===== config.mk =====
export PLATFORM = sky130hd
export DESIGN_NAME = mul_i16_acc
export DESIGN_NICKNAME = d
export VERILOG_FILES = /design/src/rtl/mul_i16_acc.sv
export SDC_FILE = /design/constraint.sdc
export NUM_CORES = 1
export LEC_CHECK = 0
export CORE_ASPECT_RATIO = 0.8
export CORE_MARGIN = 8
export CORE_UTILIZATION = 50
export CTS_CLUSTER_SIZE = 30
export DETAILED_ROUTE_END_ITERATION = 8
export PLACE_DENSITY_LB_ADDON = 0.15
export SKIP_CTS_REPAIR_TIMING = 1
export SYNTH_ARGS = -nofsm -noshare
export SYNTH_HDL_FRONTEND = slang
export SYNTH_SLANG_ARGS = --single-unit

===== constraint.sdc =====
create_clock -name clk_i -period 5.15 [get_ports clk_i]
set_clock_uncertainty 0.05 [all_clocks]
set_input_delay 1.03 -clock clk_i [delete_from_list [all_inputs] [get_ports clk_i]]
set_output_delay 1.03 -clock clk_i [all_outputs]
set_load 0.005 [all_outputs]

===== src/rtl/mul_i16_acc.sv =====
// Burst accumulator behind the 16-bit Booth multiplier: sums a programmed
// number of products into a wide accumulator, with optional saturation.
module mul_i16_acc #(
  parameter int PROD_WIDTH = 32,
  parameter int ACC_WIDTH  = 40,
  parameter int CNT_WIDTH  = 8,
  parameter bit SAT_EN     = 1'b1
) (
  input  logic                  clk_i,
  input  logic                  rst_n_i,
  input  logic                  start_i,
  input  logic [CNT_WIDTH-1:0]  len_i,
  input  logic                  signed_i,
  input  logic                  prod_vld_i,
  input  logic [PROD_WIDTH-1:0] prod_i,
  output logic                  acc_rdy_o,
  output logic                  res_vld_o,
  input  logic                  res_rdy_i,
  output logic [ACC_WIDTH-1:0]  res_o,
  output logic                  ovf_o,
  output logic                  drop_err_o,
  output logic [1:0]            dbg_state_o
);

  typedef enum logic [1:0] {
    S_IDLE = 2'd0,
    S_ACC  = 2'd1,
    S_DONE = 2'd2
  } state_e;

  state_e                 state_q, state_d;
  logic [ACC_WIDTH-1:0]   acc_q, acc_d;
  logic [CNT_WIDTH-1:0]   cnt_q, cnt_d;
  logic                   sgn_q, sgn_d;
  logic                   ovf_q, ovf_d;
  logic                   drop_q, drop_d;

  logic                   add_sgn;
  logic [ACC_WIDTH-1:0]   add_base;
  logic [ACC_WIDTH:0]     base_ext;
  logic [ACC_WIDTH:0]     prod_ext;
  logic [ACC_WIDTH:0]     sum;
  logic                   sum_ovf;
  logic [ACC_WIDTH-1:0]   sum_res;

  // The first product of a burst may arrive with start_i, so in IDLE the
  // adder starts from zero and uses the incoming signedness.
  always_comb begin
    add_sgn  = (state_q == S_IDLE) ? signed_i : sgn_q;
    add_base = (state_q == S_IDLE) ? '0 : acc_q;
    base_ext = {add_sgn & add_base[ACC_WIDTH-1], add_base};
    prod_ext = {{(ACC_WIDTH+1-PROD_WIDTH){add_sgn & prod_i[PROD_WIDTH-1]}}, prod_i};
    sum      = base_ext + prod_ext;
    if (add_sgn) begin
      sum_ovf = sum[ACC_WIDTH] ^ sum[ACC_WIDTH-1];
    end else begin
      sum_ovf = sum[ACC_WIDTH];
    end
    sum_res = sum[ACC_WIDTH-1:0];
    if (SAT_EN && sum_ovf) begin
      if (add_sgn) begin
        sum_res = sum[ACC_WIDTH] ? {1'b1, {(ACC_WIDTH-1){1'b0}}}
                                 : {1'b0, {(ACC_WIDTH-1){1'b1}}};
      end else begin
        sum_res = '1;
      end
    end
  end

  always_comb begin
    state_d = state_q;
    acc_d   = acc_q;
    cnt_d   = cnt_q;
    sgn_d   = sgn_q;
    ovf_d   = ovf_q;
    drop_d  = 1'b0;
    case (state_q)
      S_IDLE: begin
        if (start_i) begin
          sgn_d = signed_i;
          ovf_d = 1'b0;
          if (len_i == '0) begin
            acc_d   = '0;
            cnt_d   = '0;
            drop_d  = prod_vld_i;
            state_d = S_DONE;
          end else if (prod_vld_i) begin
            acc_d   = sum_res;
            ovf_d   = sum_ovf;
            cnt_d   = len_i - CNT_WIDTH'(1);
            state_d = (len_i == CNT_WIDTH'(1)) ? S_DONE : S_ACC;
          end else begin
            acc_d   = '0;
            cnt_d   = len_i;
            state_d = S_ACC;
          end
        end else begin
          drop_d = prod_vld_i;
        end
      end
      S_ACC: begin
        if (prod_vld_i) begin
          acc_d = sum_res;
          ovf_d = ovf_q | sum_ovf;
          cnt_d = cnt_q - CNT_WIDTH'(1);
          if (cnt_q == CNT_WIDTH'(1)) begin
            state_d = S_DONE;
          end
        end
      end
      S_DONE: begin
        drop_d = prod_vld_i;
        if (res_rdy_i) begin
          state_d = S_IDLE;
        end
      end
      default: begin
        state_d = S_IDLE;
      end
    endcase
  end

  always_ff @(posedge clk_i or negedge rst_n_i) begin
    if (!rst_n_i) begin
      state_q <= S_IDLE;
      acc_q   <= '0;
      cnt_q   <= '0;
      sgn_q   <= 1'b0;
      ovf_q   <= 1'b0;
      drop_q  <= 1'b0;
    end else begin
      state_q <= state_d;
      acc_q   <= acc_d;
      cnt_q   <= cnt_d;
      sgn_q   <= sgn_d;
      ovf_q   <= ovf_d;
      drop_q  <= drop_d;
    end
  end

  // Result handshake: res_o/ovf_o are held while res_vld_o=1 and are consumed
  // on the cycle where res_vld_o and res_rdy_i are both high.
  assign acc_rdy_o   = (state_q != S_DONE);
  assign res_vld_o   = (state_q == S_DONE);
  assign res_o       = acc_q;
  assign ovf_o       = ovf_q;
  assign drop_err_o  = drop_q;
  assign dbg_state_o = state_q;

endmodule


======== Word level (Yosys, flattened, before mapping) ========
Cells that the tools add are included.
word-level totals
  flip-flop bits (word level) ............. 53
  input bits .............................. 46
  logic and storage cells ................. 60
operators by class
  $add $sub $neg .......................... 3
  eq/ne operators ......................... 9
  muxes and demuxes ....................... 32
  bitwise logic cells ..................... 4
  reductions and logical operators ........ 6
operator list
  cell                                                                      count
  40-bit 2-to-1 mux                                                         8
  40-bit one-hot mux with 2 select lines                                    1
  41-bit adder                                                              1
  8-bit 2-to-1 mux                                                          4
  8-bit by 1-bit == test with 1-bit output (second input constant)          2
  8-bit one-hot mux with 2 select lines                                     1
  8-bit by 1-bit subtractor with 8-bit output (second input constant)       2
  2-bit 2-to-1 mux                                                          7
  8-bit logical NOT                                                         1
  1-bit 2-to-1 mux                                                          8
  2-bit inequality test (second input constant)                             4
  2-bit one-hot mux with 3 select lines                                     1
  1-bit one-hot mux with 2 select lines                                     2
  4-bit AND reduction                                                       1
  3-bit AND reduction                                                       1
  1-bit AND                                                                 2
  2-bit by 1-bit == test with 1-bit output (second input constant)          1
  2-bit == test (second input constant)                                     1
  2-bit logical NOT                                                         1
  2-bit by 1-bit inequality test with 1-bit output (second input constant)  1
  2-bit AND reduction                                                       1
  2-bit nonzero test                                                        1
  1-bit bitwise OR                                                          1
  1-bit bitwise XOR                                                         1

======== Logic depth before layout (Yosys ltp) ========
Gate-level depths: netlist of run 1.
  depth after elaboration ................. 11
  depth in mapped cells ................... 18
  depth with buffers taken out ............ 14

======== Least setup slack after synthesis of run 1 ========
No wires, ideal clock.
  kind .................................... input to register
  from .................................... in signed_i
  to ...................................... reg acc_q[29] (netlist: res_o[29])
  arrival ................................. 3.984 ns
  setup slack ............................. 1.049 ns
  stages on the path ...................... 15
  cells stage by stage .................... mux2_2 > nand2_1 > inv_1 > ha_1 > clkbuf_1 > and4_1 > nand3_1 > nor2_1 > a221oi_1 > o21ai_0 > a31oi_4 > xor2_2 > a2111oi_4 > buf_6 > a221o_1
between the ends
  cells in the longest elaborated chain, start to end .. 10
ends and longest elaborated chain
  what                                                    RTL line  text
  start: declaration                                      13        input logic signed_i,
  1-bit 2-to-1 mux *                                      49        add_sgn = (state_q == S_IDLE) ? signed_i : sgn_q;
  1-bit AND (on tied branches)                            51, 52
  41-bit adder                                            53        sum = base_ext + prod_ext;
  40-bit 2-to-1 mux or 1-bit bitwise XOR (tied branches)  62, 55
  40-bit 2-to-1 mux or 1-bit 2-to-1 mux (tied branches)   61, 54
  40-bit 2-to-1 mux *                                     60        if (SAT_EN && sum_ovf) begin
  40-bit 2-to-1 mux                                       87        end else if (prod_vld_i) begin
  40-bit 2-to-1 mux                                       82        if (len_i == '0) begin
  40-bit 2-to-1 mux                                       79        if (start_i) begin
  40-bit one-hot mux with 2 select lines *                77        case (state_q)
  end signal: assignment                                  126       acc_q <= '0;
  end signal: assignment                                  133       acc_q <= acc_d;
  end: declaration                                        32        logic [ACC_WIDTH-1:0] acc_q, acc_d;
Mark *: on every way between the ends. The rest lies on a longest branch, timed or not. The select of a mux whose other input is x is not followed.
A chain may end at the register's enable or synchronous reset.

======== Worst setup path after layout of run 1 ========
  from .................................... in prod_i[0]
  to ...................................... reg acc_q[37] (netlist: res_o[37])
between the ends
  cells in the longest elaborated chain, start to end .. 8
ends and longest elaborated chain
  what                                                    RTL line  text
  start: declaration                                      15        input logic [PROD_WIDTH-1:0] prod_i,
  41-bit adder *                                          53
  40-bit 2-to-1 mux or 1-bit bitwise XOR (tied branches)  62, 55
  40-bit 2-to-1 mux or 1-bit 2-to-1 mux (tied branches)   61, 54
  40-bit 2-to-1 mux *                                     60
  40-bit 2-to-1 mux                                       87
  40-bit 2-to-1 mux                                       82
  40-bit 2-to-1 mux                                       79
  40-bit one-hot mux with 2 select lines *                77
Marks and branches as above.

==> metrics, run 1 <==
die area 13900 sq um; count of maximum capacitance violations 0; Via Count 5175; worst hold slack 0.467 ns; cell count after synthesis 628; worst setup path category in2reg; relative contribution of the clock network to total power 9.0%; depth of the worst hold-timing path 2; antenna violations before repair 0; CTS tree built; growth of design area from synthesis to finish 23.1%; Multi-input gate area 3630 sq um; starting DRC count in detailed routing 482; RD Place Congestion 0.880; Clock Root Buffer sky130_fd_sc_hd__clkbuf_16; total power 4080 uW; RSZ-0062 raised after global routing false; vias per cell 6.12; Worst Min Path Start cnt_q[6]; end point of the worst hold path cnt_q[6]; number of input and output port buffers inserted 91; kind of start point of the critical path input pin; endpoint type of the worst setup path flop; detailed-router iteration count before antenna repair 5; post-DR wirelength/cell 18.0 um; register area share after synthesis 25.6%; via count of the first global-routing pass 5006; H-tree depth reported by CTS 2; total CTS buffers 5; Final ANT Viol Nets 0; synthesized net count 719; relative max-transition margin 19.1%; Fmax 0.208 GHz; buffer levels on the longest clock path 2; core area 10200 sq um; detailed placer's ending HPWL 11.4 mm; syn_area_per_cell 8.26 sq um; post-synthesis register bit count 53; VDD IR-drop max 0.000286 V; Setup Viol. Count Final 0; number of distinct library cells after synthesis 69; reg2reg path depth 15; GRT Overall Usage 21.9%; Yosys warning count 0; setup slack after layout 0.341 ns; share of async-settable or async-resettable flops after synthesis 100%; total of fill cells in the finished design 917; detailed-route wire length 15.2 mm; Sinks on Clock Net 53; summed area of non-filler cells in the final layout 6380 sq um; largest net degree at the start of global routing 55; Post-synth EDFFs 0; count of final hold-check violations 0; ratio of total power to cell area 639 nW/um^2; Total Negative Setup Slacks 0 ns; register cell area after layout 1330 sq um; most frequent cells in the layout sky130_fd_sc_hd__clkdlybuf4s50_1 (90), sky130_fd_sc_hd__a21oi_1 (75), sky130_fd_sc_hd__nand2_1 (69); area post-placement 6230 sq um; setup slack on the worst flop-to-flop path 0.48 ns; reg-to-reg startpoint dbg_state_o[1]; internal power 2130 uW; share of power burned in combinational logic 71.9%; Worst Hold Class reg2reg; switch share 47.7%; remaining global-route overflow 0; critical path data arrival time 4.99 ns; effective utilization at floorplan 51.0%; r2r endpoint res_o[37]; number of placement rows 33; max-slew violation total from the final report 0; time the worst path needs with I/O delays and setup 4.81 ns; clk slew on worst S/H paths 0.08 ns; critical path required time 5.33 ns; Max FO, Critical Path 18; netlist area before placement 5180 sq um; diode insertion count for antenna repair 0; most common library cell in the layout ignoring fill and taps sky130_fd_sc_hd__clkdlybuf4s50_1; number of nets in the layout 796; fraction of final layout cells sized beyond drive strength 1 5.81%; Synth Flop Type sky130_fd_sc_hd__dfrtp_1; Net Sw Power 1940 uW; Final Cycle Share 93.4%; part of the total power dissipated in sequential elements 19.1%; x dimension of the die 130 um; static leakage 0.00282 uW; global-route wire length before repair 25.0 mm; slew at the pin with the worst max-slew slack 1.21 ns; Worst Setup Slack post-DPL 0.0296 ns; Boundary Pins 92; clock insertion delay at the later pin of the skew report 0.30 ns; die extent in y 107 um; result of the run completed; number of design rule violations left after detail routing 0
[state kept, by name (all words and copies together), names as in the netlist]
signal	flops
res_o	40
cnt_q	8
dbg_state_o	2
drop_err_o	1
ovf_o	1
sgn_q	1
[metal layers]
layer  track usage [%]  part of all wire, %
met1              30.3                   47
met2              34.7                   44
met3              4.41                  7.4
met4              4.14                  1.0
met5                 0                    0
[cell type report]
class / instances / share of cell area [%]
clock buffer: 6 / 2.18
tap: 140 / 2.75
multi-input combinational: 519 / 56.9
sequential: 53 / 20.8
inverter: 19 / 1.12
clock inverter: 2 / 0.216
timing repair buffer: 107 / 16.1
[worst max path at each step]
stage	start	endpoint	slack [ns]
finish	prod_i[0]	res_o[37]	0.34
global placement	prod_i[0]	res_o[32]	0.24
global route	signed_i	res_o[37]	0.11
detailed placement	prod_i[0]	res_o[37]	0.03
floorplan	signed_i	res_o[29]	1.05
CTS	prod_i[0]	res_o[37]	0.34
[worst max-delay path, cell delays in order]
cell	delay [ns]
sky130_fd_sc_hd__clkdlybuf4s50_1	0.46
sky130_fd_sc_hd__ha_1	0.19
sky130_fd_sc_hd__inv_1	0.07
sky130_fd_sc_hd__fa_1	0.41
sky130_fd_sc_hd__nand2b_1	0.20
sky130_fd_sc_hd__a21oi_2	0.22
sky130_fd_sc_hd__o21ai_2	0.14
sky130_fd_sc_hd__o221ai_4	0.24
sky130_fd_sc_hd__a311oi_4	0.16
sky130_fd_sc_hd__o31ai_4	0.39
sky130_fd_sc_hd__mux2i_1	0.19
sky130_fd_sc_hd__a2111oi_4	1.05
sky130_fd_sc_hd__a221o_1	0.24
[cell families (layout without fill, tap and decap cells)]
group / Yosys count / count (layout) / share of synthesized area (%)
flops: 53 / 53 / 25.6
xor+xnor: 43 / 43 / 7.41
fa+ha+maj: 45 / 45 / 11.0
mux: 7 / 7 / 1.40
buf+inv: 56 / 134 / 4.46
simple gates: 196 / 196 / 19.0
compound gates: 228 / 228 / 31.2
[per-stage QoR]
step | instances | util [%]
4_1_cts | 846 | 62.8
5_1_grt | 846 | 62.8
3_3_place_gp | 838 | 61.3
6_report | 846 | 62.8
2_1_floorplan | 628 | -
3_5_place_dp | 838 | 61.3
[power groups by stage]
stage	logic [uW]	clock network, uW	registers, uW
global placement	2860	0	773
floorplan	1990	0	750
global route	3220	393	802
detailed placement	2900	0	779
CTS	2920	375	775
finish	2930	367	779
[cell usage after synthesis, types with 8 or more instances]
master                     number  area, sq um
sky130_fd_sc_hd__nand3_1        9         45.0
sky130_fd_sc_hd__nand4_1       14         87.6
sky130_fd_sc_hd__clkbuf_1      25         93.8
sky130_fd_sc_hd__nor2b_1       45          282
sky130_fd_sc_hd__a21oi_1       75          375
sky130_fd_sc_hd__ha_1          44          551
sky130_fd_sc_hd__o21ai_0       31          155
sky130_fd_sc_hd__nor2_1        25         93.8
sky130_fd_sc_hd__nand2_1       69          259
sky130_fd_sc_hd__buf_2         10         50.1
sky130_fd_sc_hd__a22oi_1       20          150
sky130_fd_sc_hd__o21bai_1       8         60.1
sky130_fd_sc_hd__xor2_1        16          140
sky130_fd_sc_hd__inv_1         19         71.3
sky130_fd_sc_hd__xnor2_1       26          228
sky130_fd_sc_hd__nor3_1         9         45.0
sky130_fd_sc_hd__nand2b_1       8         50.1
sky130_fd_sc_hd__a221o_1       18          180
sky130_fd_sc_hd__a21o_1        18          135
sky130_fd_sc_hd__dfrtp_1       53         1330
No activity file was read; power rests on OpenSTA's default activity.
==> run 2: changes to the inputs <==
==> constraint.sdc (replaced) <==
create_clock -name clk_i -period 6.2 [get_ports clk_i]
set_clock_uncertainty 0.05 [all_clocks]
set_input_delay 1.24 -clock clk_i [delete_from_list [all_inputs] [get_ports clk_i]]
set_output_delay 1.24 -clock clk_i [all_outputs]
set_load 0.005 [all_outputs]
==> run 2 against run 1 <==
  * Via count is 1.7% lower
  * Largest cell class unchanged
  * Sequential share of layout area up 0.28 points
  * Design area down 1.3%
  * Largest power group unchanged
  * Critical endpoint is now res_o[6]
  * Register-to-register slack improved by 0.92 ns
  * Core utilization shrank 0.84 points
  * First-iteration DRC count down 12%
  * Setup slack improved by 0.76 ns
  * Highest routed layer unchanged
  * Clock-buffer cell count up 1
  * Total power shrank 19%
  * Hold slack worse by 0.0019 ns
==> metrics, run 2 (same netlist as run 1, synthesis figures left out) <==
growth of design area from synthesis to finish 21.4%; RSZ-0062 raised after global routing false; die extent in y 107 um; detailed placer's ending HPWL 11.2 mm; Setup Viol. Count Final 0; number of input and output port buffers inserted 91; largest net degree at the start of global routing 56; most common library cell in the layout ignoring fill and taps sky130_fd_sc_hd__clkdlybuf4s50_1; summed area of non-filler cells in the final layout 6300 sq um; vias per cell 6.09; total CTS buffers 5; Clock Root Buffer sky130_fd_sc_hd__clkbuf_16; critical path data arrival time 5.18 ns; VDD IR-drop max 0.000255 V; effective utilization at floorplan 51.0%; count of final hold-check violations 0; buffer levels on the longest clock path 2; detailed-router iteration count before antenna repair 5; max-slew violation total from the final report 0; clock insertion delay at the later pin of the skew report 0.29 ns; H-tree depth reported by CTS 2; static leakage 0.00276 uW; clk slew on worst S/H paths 0.07 ns; relative max-transition margin 42.7%; Sinks on Clock Net 53; slew at the pin with the worst max-slew slack 0.860 ns; count of maximum capacitance violations 0; via count of the first global-routing pass 4932; number of placement rows 33; Worst Hold Class reg2reg; result of the run completed; Max FO, Critical Path 21; post-DR wirelength/cell 17.9 um; core area 10200 sq um; Boundary Pins 92; kind of start point of the critical path input pin; Via Count 5086; diode insertion count for antenna repair 0; Final ANT Viol Nets 0; ratio of total power to cell area 524 nW/um^2; endpoint type of the worst setup path flop; global-route wire length before repair 24.6 mm; area post-placement 6150 sq um; most frequent cells in the layout sky130_fd_sc_hd__clkdlybuf4s50_1 (90), sky130_fd_sc_hd__a21oi_1 (75), sky130_fd_sc_hd__nand2_1 (69); RD Place Congestion 0.938; remaining global-route overflow 0; antenna violations before repair 0; worst hold slack 0.465 ns; Final Cycle Share 82.3%; die area 13900 sq um; time the worst path needs with I/O delays and setup 5.10 ns; detailed-route wire length 14.9 mm; flip-flop count of the largest register, all copies and words added 40; GRT Overall Usage 21.6%; fraction of final layout cells sized beyond drive strength 1 4.17%; worst setup path category in2reg; critical path required time 6.27 ns; Fmax 0.196 GHz; number of nets in the layout 786; number of design rule violations left after detail routing 0; starting DRC count in detailed routing 425; CTS tree built; x dimension of the die 130 um; Total Negative Setup Slacks 0 ns
## run 2: critical path: stages
cell                              delay [ns]
sky130_fd_sc_hd__clkdlybuf4s50_1        0.42
sky130_fd_sc_hd__mux2_2                 0.37
sky130_fd_sc_hd__nand2_1                0.09
sky130_fd_sc_hd__inv_1                  0.15
sky130_fd_sc_hd__ha_1                   0.45
sky130_fd_sc_hd__and4_1                 0.25
sky130_fd_sc_hd__nand3_1                0.10
sky130_fd_sc_hd__nor2_1                 0.09
sky130_fd_sc_hd__a221oi_1               0.26
sky130_fd_sc_hd__o21ai_0                0.21
sky130_fd_sc_hd__a31oi_4                0.22
sky130_fd_sc_hd__xor2_2                 0.40
sky130_fd_sc_hd__a21o_1                 0.70
sky130_fd_sc_hd__a22oi_1                0.22
## run 2: worst paths after layout
kind / end / slack (ns) / depth (start not counted) / from
setup / recovery: res_o[6] / 1.10 / 14 / signed_i
hold / removal: cnt_q[6] / 0.46 / 2 / cnt_q[6]
setup reg to reg: res_o[6] / 1.40 / 15 / dbg_state_o[0]
hold reg to reg: cnt_q[6] / 0.46 / 2 / cnt_q[6]
max in group asynchronous: dbg_state_o[1] / 4.59 / 2 / rst_n_i
min in group asynchronous: cnt_q[3] / 1.03 / 2 / rst_n_i
## run 2: area by class of cell
cell class              count  area [sq um]
flip-flops and latches     53          1330
fillers                   928          3860
well taps                 140           175
multi-input cells         519          3630
repair buffers             97           951
clock buffers               7           143
inverters                  19          71.3
## run 2: per-layer routing
layer  share of wire, %  track usage (%)  vias up
met4                1.0             4.22        0
met2                 45             34.0      172
met3                8.0             5.26       13
met5                  0                0        -
met1                 46             29.5     2449
li1                   -                -     2452
## run 2: stage by stage
step,utilization (%),setup WS [ns],std cells,power [uW]
2_1_floorplan,-,1.89,628,2280
4_1_cts,62.0,1.13,835,3300
5_1_grt,62.0,0.831,835,3580
3_3_place_gp,60.6,1.03,828,2940
3_5_place_dp,60.6,0.819,828,2990
6_report,62.0,1.10,835,3300
## run 2: report_power, final
part | internal (uW) | switching, uW
Combinational | 1050 | 1300
Sequential | 510 | 146
Clock | 159 | 131
Total | 1720 | 1580
